### src/rtl/cdiv_arbiter.sv
// Round-robin arbiter sharing one complex divider among NUM_REQ requesters.
// Issuer tags are queued in order so every quotient returns to the requester that asked for it.
module cdiv_arbiter #(
  parameter int unsigned NUM_REQ   = 4,
  parameter int unsigned MAX_OUTST = 8,
  parameter int unsigned FLEN      = 64
) (
  input  logic                           clk_i,
  input  logic                           rst_ni,
  input  logic [NUM_REQ-1:0][4*FLEN-1:0] req_operands_i,
  input  logic [NUM_REQ-1:0]             req_valid_i,
  output logic [NUM_REQ-1:0]             req_ready_o,
  output logic [2*FLEN-1:0]              rsp_result_o,
  output logic [4:0]                     rsp_status_o,
  output logic [NUM_REQ-1:0]             rsp_valid_o,
  input  logic [NUM_REQ-1:0]             rsp_ready_i,
  output logic [4*FLEN-1:0]              div_operands_o,
  output logic                           div_in_valid_o,
  input  logic                           div_in_ready_i,
  input  logic [2*FLEN-1:0]              div_result_i,
  input  logic [4:0]                     div_status_i,
  input  logic                           div_out_valid_i,
  output logic                           div_out_ready_o,
  input  logic                           div_busy_i,
  input  logic                           flush_i,
  output logic                           div_flush_o,
  output logic                           busy_o,
  output logic                           err_o
);
  localparam int unsigned IDXW = $clog2(NUM_REQ);
  localparam int unsigned PTRW = $clog2(MAX_OUTST);
  localparam int unsigned CNTW = PTRW + 1;
  localparam logic [IDXW:0]   NREQ  = (IDXW+1)'(NUM_REQ);
  localparam logic [IDXW-1:0] LAST  = IDXW'(NUM_REQ - 1);
  localparam logic [CNTW-1:0] DEPTH = CNTW'(MAX_OUTST);

  logic [IDXW-1:0] rr_ptr_q, rr_ptr_d;
  logic [IDXW-1:0] tag_mem_q [MAX_OUTST];
  logic [PTRW-1:0] wr_ptr_q, rd_ptr_q;
  logic [CNTW-1:0] cnt_q, cnt_d;
  logic            err_q;

  logic [IDXW-1:0] gnt_idx, sel_idx, head_tag;
  logic [IDXW:0]   cand;
  logic            fifo_full, fifo_empty, can_issue, push, pop, stray;

  // Scan from the farthest offset down so the nearest valid requester after rr_ptr wins.
  always_comb begin
    gnt_idx = rr_ptr_q;
    cand    = '0;
    for (int k = NUM_REQ - 1; k >= 0; k--) begin
      cand = {1'b0, rr_ptr_q} + (IDXW+1)'(k);
      if (cand >= NREQ) cand = cand - NREQ;
      if (req_valid_i[cand[IDXW-1:0]]) gnt_idx = cand[IDXW-1:0];
    end
  end

  assign fifo_full      = (cnt_q == DEPTH);
  assign fifo_empty     = (cnt_q == '0);
  assign can_issue      = rst_ni && (|req_valid_i) && !fifo_full && !flush_i;
  assign sel_idx        = can_issue ? gnt_idx : rr_ptr_q;
  assign div_operands_o = req_operands_i[sel_idx];
  assign div_in_valid_o = can_issue;
  assign push           = can_issue && div_in_ready_i;

  always_comb begin
    req_ready_o          = '0;
    req_ready_o[gnt_idx] = push;
  end

  assign head_tag        = tag_mem_q[rd_ptr_q];
  assign div_out_ready_o = fifo_empty ? 1'b1 : rsp_ready_i[head_tag];
  assign pop             = div_out_valid_i && div_out_ready_o && !fifo_empty;
  assign stray           = div_out_valid_i && fifo_empty;

  always_comb begin
    rsp_valid_o           = '0;
    rsp_valid_o[head_tag] = rst_ni && div_out_valid_i && !fifo_empty && !flush_i;
  end

  assign rsp_result_o = div_result_i;
  assign rsp_status_o = div_status_i;
  assign div_flush_o  = flush_i;
  assign busy_o       = rst_ni && (!fifo_empty || div_busy_i);
  assign err_o        = err_q;

  assign rr_ptr_d = push ? ((gnt_idx == LAST) ? '0 : gnt_idx + 1'b1) : rr_ptr_q;

  always_comb begin
    case ({push, pop})
      2'b10:   cnt_d = cnt_q + 1'b1;
      2'b01:   cnt_d = cnt_q - 1'b1;
      default: cnt_d = cnt_q;
    endcase
  end

  // Flush wins over any push or pop in the same cycle.
  always_ff @(posedge clk_i or negedge rst_ni) begin
    if (!rst_ni) begin
      rr_ptr_q <= '0;
      wr_ptr_q <= '0;
      rd_ptr_q <= '0;
      cnt_q    <= '0;
      err_q    <= 1'b0;
      for (int i = 0; i < MAX_OUTST; i++) tag_mem_q[i] <= '0;
    end else begin
      rr_ptr_q <= rr_ptr_d;
      if (stray) err_q <= 1'b1;
      if (flush_i) begin
        wr_ptr_q <= '0;
        rd_ptr_q <= '0;
        cnt_q    <= '0;
      end else begin
        if (push) begin
          tag_mem_q[wr_ptr_q] <= gnt_idx;
          wr_ptr_q            <= wr_ptr_q + 1'b1;
        end
        if (pop) rd_ptr_q <= rd_ptr_q + 1'b1;
        cnt_q <= cnt_d;
      end
    end
  end

endmodule
### config.mk
export PLATFORM = sky130hd
export DESIGN_NAME = cdiv_arbiter
export DESIGN_NICKNAME = d
export VERILOG_FILES = /design/src/rtl/cdiv_arbiter.sv
export SDC_FILE = /design/constraint.sdc
export NUM_CORES = 1
export LEC_CHECK = 0
export BUFFER_PORTS_ARGS = -buffer_cell sky130_fd_sc_hd__buf_2
export CORE_AREA = 8 8 598 600
export CTS_CLUSTER_SIZE = 10
export DETAILED_ROUTE_END_ITERATION = 12
export DIE_AREA = 0 0 606 608
export GPL_TIMING_DRIVEN = 0
export PLACE_DENSITY = 0.3
export SETUP_SLACK_MARGIN = 0.15
export SYNTH_ARGS = -nofsm -noshare
export SYNTH_HDL_FRONTEND = slang
export SYNTH_SLANG_ARGS = --single-unit
export TNS_END_PERCENT = 20
### constraint.sdc
create_clock -name clk_i -period 3.7 [get_ports clk_i]
set_clock_uncertainty 0.05 [all_clocks]
set_input_delay 0.74 -clock clk_i [delete_from_list [all_inputs] [get_ports clk_i]]
set_output_delay 0.74 -clock clk_i [all_outputs]
set_load 0.1 [all_outputs]
# --- Yosys cells after proc, flatten, opt, wreduce, memory -nomap -nowiden ---
# Cells that the tools add are included.
# Widths: inputs -> output; s select.
word_totals:
  reg_bits: 29
  input_bits: 1171
  mem_bits_rw: 0
  word_cells: 113
  n_memories: 0
  output_inout_bits: 402
  latchBits: 0
  romBits: 0
op_classes:
  order_cmp: 16
  n_mux: 39
  n_addsub: 12
  reduce_logical: 24
  eq_ne: 4
  n_mul: 0
  n_bitwise: 5
  shift: 0
  div_mod_pow: 0
ops:
  columns: ["cell", "n"]
  rows:
  - ["$bmux 256 s2", 1]
  - ["$mux 256", 1]
  - ["$mux 2", 13]
  - ["$lt 2x3->1 const B", 7]
  - ["$bwmux 16", 1]
  - ["$logic_and 1x1->1", 14]
  - ["$mux 3", 4]
  - ["$bmux 1 s2", 5]
  - ["$ge 3x3->1 const B", 3]
  - ["$and 4x4->4", 2]
  - ["$ge 4x4->1 const B", 2]
  - ["$mux 1", 8]
  - ["$not 3->4", 2]
  - ["$pmux 4 s2", 1]
  - ["$sub 2x1->2 const B", 4]
  - ["$add 2x2->3 const B", 2]
  - ["$add 3x1->3 const B", 2]
  - ["$bmux 2 s3", 1]
  - ["$demux 2 s3", 1]
  - ["$add 4x1->4 const B", 1]
  - ["$demux 1 s2", 2]
  - ["$eq 2x2->1 const B", 2]
  - ["$eq 4x4->1 const B", 1]
  - ["$ge 2x1->1 const B", 2]
  - ["other kinds (15)", 18]

# --- Depth between registers and ports, before layout ---
logic_depth:
  depth_word: 14
  mapped_depth: 12
  mapped_depth_nobuf: 11

# --- Worst setup path before layout ---
# No wires, ideal clock.
synth_path:
  path_type: "input-to-output"
  startpoint: "input port req_valid_i[1]"
  endpoint: "output port div_operands_o[215]"
  path_buffers: 2
  slack_ns: -1.429
  required_time_ns: 2.910
  arrival_ns: 4.339
  cell_stages: 7
  cell_sequence: "or4_1 > nand3_1 > inv_1 > mux2i_1 > buf_2 > buf_2 > mux2i_1"
synth_between:
  word_cells_on_any_way: 19
  cone_classes: "mux (15); reduce/logical (4)"
synth_rtl:
  columns: ["item", "line", "rtl"]
  rows:
  - ["start, declared", "11", "input logic [NUM_REQ-1:0] req_valid_i,"]
  - ["$reduce_or 4->1", "60", "assign can_issue = rst_ni && (|req_valid_i) && !fifo_full && !flush_i;"]
  - ["$logic_and 1x1->1 (3 in series)", "60", null]
  - ["via div_in_valid_o", "18", "output logic div_in_valid_o,"]
  - ["$mux 2", "61", "assign sel_idx = can_issue ? gnt_idx : rr_ptr_q;"]
  - ["$bmux 256 s2", "62", "assign div_operands_o = req_operands_i[sel_idx];"]
  - ["$mux 256 (implied by the code)", "62", null]
  - ["end, declared", "17", "output logic [4*FLEN-1:0] div_operands_o,"]
# The timed path passes the listed nets, and every way through them passes these cells. The select of a mux whose other input is x is not followed.

# --- Worst setup path in the final report ---
layout_path:
  startpoint: "input port req_valid_i[0]"
  endpoint: "output port div_operands_o[54]"
layout_between:
  elab_chain_cells: 9
  word_cells_on_any_way: 19
  cone_classes: "mux (15); reduce/logical (4)"
layout_lines:
  columns: ["item", "line", "rtl"]
  rows:
  - ["$bmux 1 s2", "54", "if (req_valid_i[cand[IDXW-1:0]]) gnt_idx = cand[IDXW-1:0];"]
  - ["$mux 1 (implied by the code)", "54", null]
  - ["$mux 2 (4 in series)", "54", null]
  - ["$mux 2 *", "61", null]
  - ["$bmux 256 s2 *", "62", null]
  - ["$mux 256 (implied by the code) *", "62", null]
# Every way passes the cells marked *; elsewhere a longest branch is shown, timed or not. The select of a mux whose other input is x is not followed.

==> results summary <==
The initial antenna violation count came to 467. The synthesized design contains 29 register bits. The internal power of the cells totals slightly above 9000 uW. Combinational logic is responsible for between 90 and 100% of the overall power. The TritonCTS sink count is 29. The number of optimization iterations in the first detailed-route pass came out at 4. The remaining antenna violation count is 0.

The synthesized area per cell is around 9.3 um2. In the global route stage, overall resource usage came out at 15.58%. The maximum clock rate is 237.3 MHz. The via total after detailed routing came out at approximately 19,000. The worst hold path belongs to the class input pin to async pin. The clock latency at the later pin of the worst-skew pair came out at approximately 0.28 ns. The switching component of the power came out at 19,470 uW. The data required time of the worst path came out at a little under 3 ns.

The die footprint is around 370,000 um2. The number of vias per cell after detailed routing came out at 2.548. The net count reported at finish came out at about 3,900.

The instance area after placement is 24,740 um2. The clock group share of total power came out at 1.7%. The count of flip-flops with a built-in enable after synthesis came out at 0.

The count of unique library cells instantiated by Yosys came out at between 50 and 60. The measured slew at the worst slew-check pin is 0.8114 ns. The library cells used most frequently in the layout, excluding fill and tap cells, are sky130_fd_sc_hd__buf_2, sky130_fd_sc_hd__mux2i_1, sky130_fd_sc_hd__buf_4, sky130_fd_sc_hd__mux2i_4, sky130_fd_sc_hd__buf_6. The number of clock buffers inserted by TritonCTS is 5.

Cells with a size suffix above 1 make up 77.56% of the layout. The worst hold margin is 0.3480 ns. Yosys printed 0 warnings. The most used flip-flop cell after synthesis is sky130_fd_sc_hd__dfrtp_1.

The largest driver fanout on the critical path came out at 8. The site row count came out at ~220. The number of buffers added on ports is about 1,400. The data arrival time of the critical path came out at roughly 3.4 ns. The final routed wire length divided by cell count came out at between 40 and 50 um. The first global-routing pass estimated around 340,000 um of wire. Counting every net in the synthesized netlist gives ~2,400. The minimum clock period is around 4.2 ns.

The DRC violation count after routing came out at 0. The type of the worst setup path is input pin to primary output. The number of H-tree levels came out at 2. The final-report max-slew violation count came out at 0. Setup violations remaining at the end of the flow were counted as 256.

The height of the chip is between 600 and 700 um. The area of the placeable core came out at approximately 350,000 um2. The flow ran to the end, but the final reports show violations. The normalized max-slew margin is a little under half. The chip width is slightly above 600 um.

The proportion of synthesized chip area in sequential cells is roughly 6.6%. The hold violation count in the final report is 0. The post-DP HPWL is 289,200 um. The finished cells cover between 30,000 and 40,000 um2. The largest net degree at the start of global routing came out at 17. The clock slew at the register clock pins of the worst setup and hold paths is about 0.060 ns. The final weighted congestion of routability-driven global placement came out at 0.9434. The standby leakage power came out at 0.01303 uW. The leading cell type in the layout, fill and taps excluded is sky130_fd_sc_hd__buf_2. Registers are responsible for between 1 and 1.5% of the overall power. The netlist area before placement is 11,060 um2. The number of global-route vias before repair was 17,770. The final standard cell count with taps included and fillers excluded came out at between 7,000 and 8,000. The multi-input gate area in the final layout is ~12,000 um2. Once routing completed, OpenROAD measured the worst setup slack at -0.5144 ns. The final-layout fill cell count came out at roughly 40,000. The sum of overflow across all layers after global routing came out at 0.

The source of the worst register-to-register timing path is rd_ptr_q[0]. The number of instances in the synthesized netlist is 1,191. The number of DRC violations after detailed-routing iteration 0 came out at 1,183.

The fraction of registers with async set or reset after synthesis is 100.0%. STA classifies the critical path endpoint as a primary output. Compared with the post-synthesis result, the final layout area differs by 180.5%. The root buffer cell chosen for the clock tree is sky130_fd_sc_hd__clkbuf_16. The maximum root-to-sink buffer count is 2.

Dividing total power by cell area gives a power density of between 900 and 1000 nW/um2. The effective utilization at floorplan came out at 3.177%. The number of buffers inserted by hold repair at cts is 0. The placed cell count came out at ~7,200. The peak supply drop is about 0.0005 V. The final routed wirelength across all metal layers is about 300,000 um. The final reports fail on negative setup slack. STA classifies the critical path startpoint as an input pin.

The share of total power consumed by net switching came out at 67.53%. The max-capacitance violation count came out at 0. The final period utilization is 113.9%.

The register area came out at roughly 730 um2. The CTS tree is yes. Setup repair after global routing could not meet its margin everywhere.

The total I/O pin count came out at between 1,500 and 2,000. The launch point of the critical path is req_valid_i[0].
[power groups by stage]
stage                     clock network, uW  registers (uW)  logic [uW]
after floorplan                           0             389       16200
after global placement                    0             404       22600
after detailed placement                  0             404       22700
after CTS                               527             406       25600
after global routing                    534             415       28500
final                                   501             406       27900
[cells by family after synthesis]
kind of cell,after synthesis,synth area share [%]
buffers and inverters,239,13.62
XOR/XNOR,2,0.1584
AND/OR/NAND/NOR,86,4.231
multiplexers,788,72.15
flip-flops,29,6.562
AO/OA/AOI/OAI,38,2.195
adder cells (fa/ha/maj),9,1.086
[state kept, by name, summed over array words and instances, names as in the netlist]
register   flops
cnt_q          4
err_o          1
rd_ptr_q       3
rr_ptr_q       2
tag_mem_q     16
wr_ptr_q       3
[layer usage]
| layer | up-vias | part of all wire (%) | global-route usage [%] |
|---|---|---|---|
| li1 | 7446 | - | - |
| met1 | 8732 | 37 | 17.09 |
| met2 | 1580 | 46 | 26.17 |
| met3 | 746 | 15 | 10.25 |
| met4 | 296 | 2.1 | 1.078 |
| met5 | - | 0.63 | 0 |
[layout make-up]
type                       count  area share (%)
antenna                       86          0.6937
buffer                       229           7.728
clock buffer                   7          0.4598
clock inverter                 1         0.09680
inverter                      10          0.1210
multi-input combinational    923           38.52
sequential                    29           2.343
tap                         4599           18.55
timing repair buffer        1493           31.49
[cells in the mapped netlist (3+ instances only)]
cell	count	area [um2]
sky130_fd_sc_hd__dfrtp_1	29	725.7
sky130_fd_sc_hd__mux4_2	3	67.56
sky130_fd_sc_hd__nand2_1	20	75.07
sky130_fd_sc_hd__inv_1	10	37.54
sky130_fd_sc_hd__a21oi_1	8	40.04
sky130_fd_sc_hd__nor2b_1	7	43.79
sky130_fd_sc_hd__ha_1	8	100.1
sky130_fd_sc_hd__and2_1	6	37.54
sky130_fd_sc_hd__buf_4	134	1006
sky130_fd_sc_hd__nand3_1	7	35.03
sky130_fd_sc_hd__o22ai_1	3	18.77
sky130_fd_sc_hd__mux2_2	10	112.6
sky130_fd_sc_hd__mux2_1	3	33.78
sky130_fd_sc_hd__clkbuf_1	16	60.06
sky130_fd_sc_hd__buf_2	74	370.4
sky130_fd_sc_hd__mux2i_1	769	7697
sky130_fd_sc_hd__nand2b_1	8	50.05
sky130_fd_sc_hd__nor3_1	4	20.02
sky130_fd_sc_hd__nor2_1	12	45.04
sky130_fd_sc_hd__nand4_1	6	37.54
sky130_fd_sc_hd__nor3b_1	3	22.52
sky130_fd_sc_hd__o21ai_0	12	60.06
[stage by stage]
stage          total power, uW  util, %  setup WS, ns   TNS, ns
2_1_floorplan            16550        -        -1.414   -321.26
3_3_place_gp             22980    7.066        -5.561  -1053.19
3_5_place_dp             23070    7.107        -3.401   -702.49
4_1_cts                  26520    8.070       -0.5825   -105.26
5_1_grt                  29460    8.868       -0.5898    -94.97
6_report                 28830    8.912       -0.5144    -74.99
[repair_timing]
action | CTS | global route
endpoints found under the setup margin | 267 | 263
setup buffers | 19 | 19
cloned | 6 | 4
pin swaps | 3 | 4
gates resized for setup | 689 | 656
[path summary, 6_finish.rpt]
| path | to | slack, ns | cells after the start |
|---|---|---|---|
| worst max register to register | cnt_q[3] | 0.24 | 12 |
| worst min-delay path | rd_ptr_q[2] | 0.35 | 1 |
| min in group clk_i | tag_mem_q[0] | 0.43 | 2 |
| worst min register to register | tag_mem_q[0] | 0.43 | 2 |
| max in group asynchronous | cnt_q[0] | 2.88 | 3 |
| worst max-delay path | div_operands_o[54] | -0.51 | 13 |
[critical path: stages]
cell	delay [ns]
sky130_fd_sc_hd__buf_12	0.12
sky130_fd_sc_hd__or4_4	0.54
sky130_fd_sc_hd__nand3_4	0.10
sky130_fd_sc_hd__o41ai_4	0.09
sky130_fd_sc_hd__clkbuf_8	0.18
sky130_fd_sc_hd__buf_16	0.17
sky130_fd_sc_hd__clkbuf_16	0.19
sky130_fd_sc_hd__buf_16	0.16
sky130_fd_sc_hd__buf_4	0.18
sky130_fd_sc_hd__buf_12	0.14
sky130_fd_sc_hd__mux2i_2	0.17
sky130_fd_sc_hd__mux2i_2	0.30
sky130_fd_sc_hd__buf_6	0.29
(Power assumes the default switching activity.)
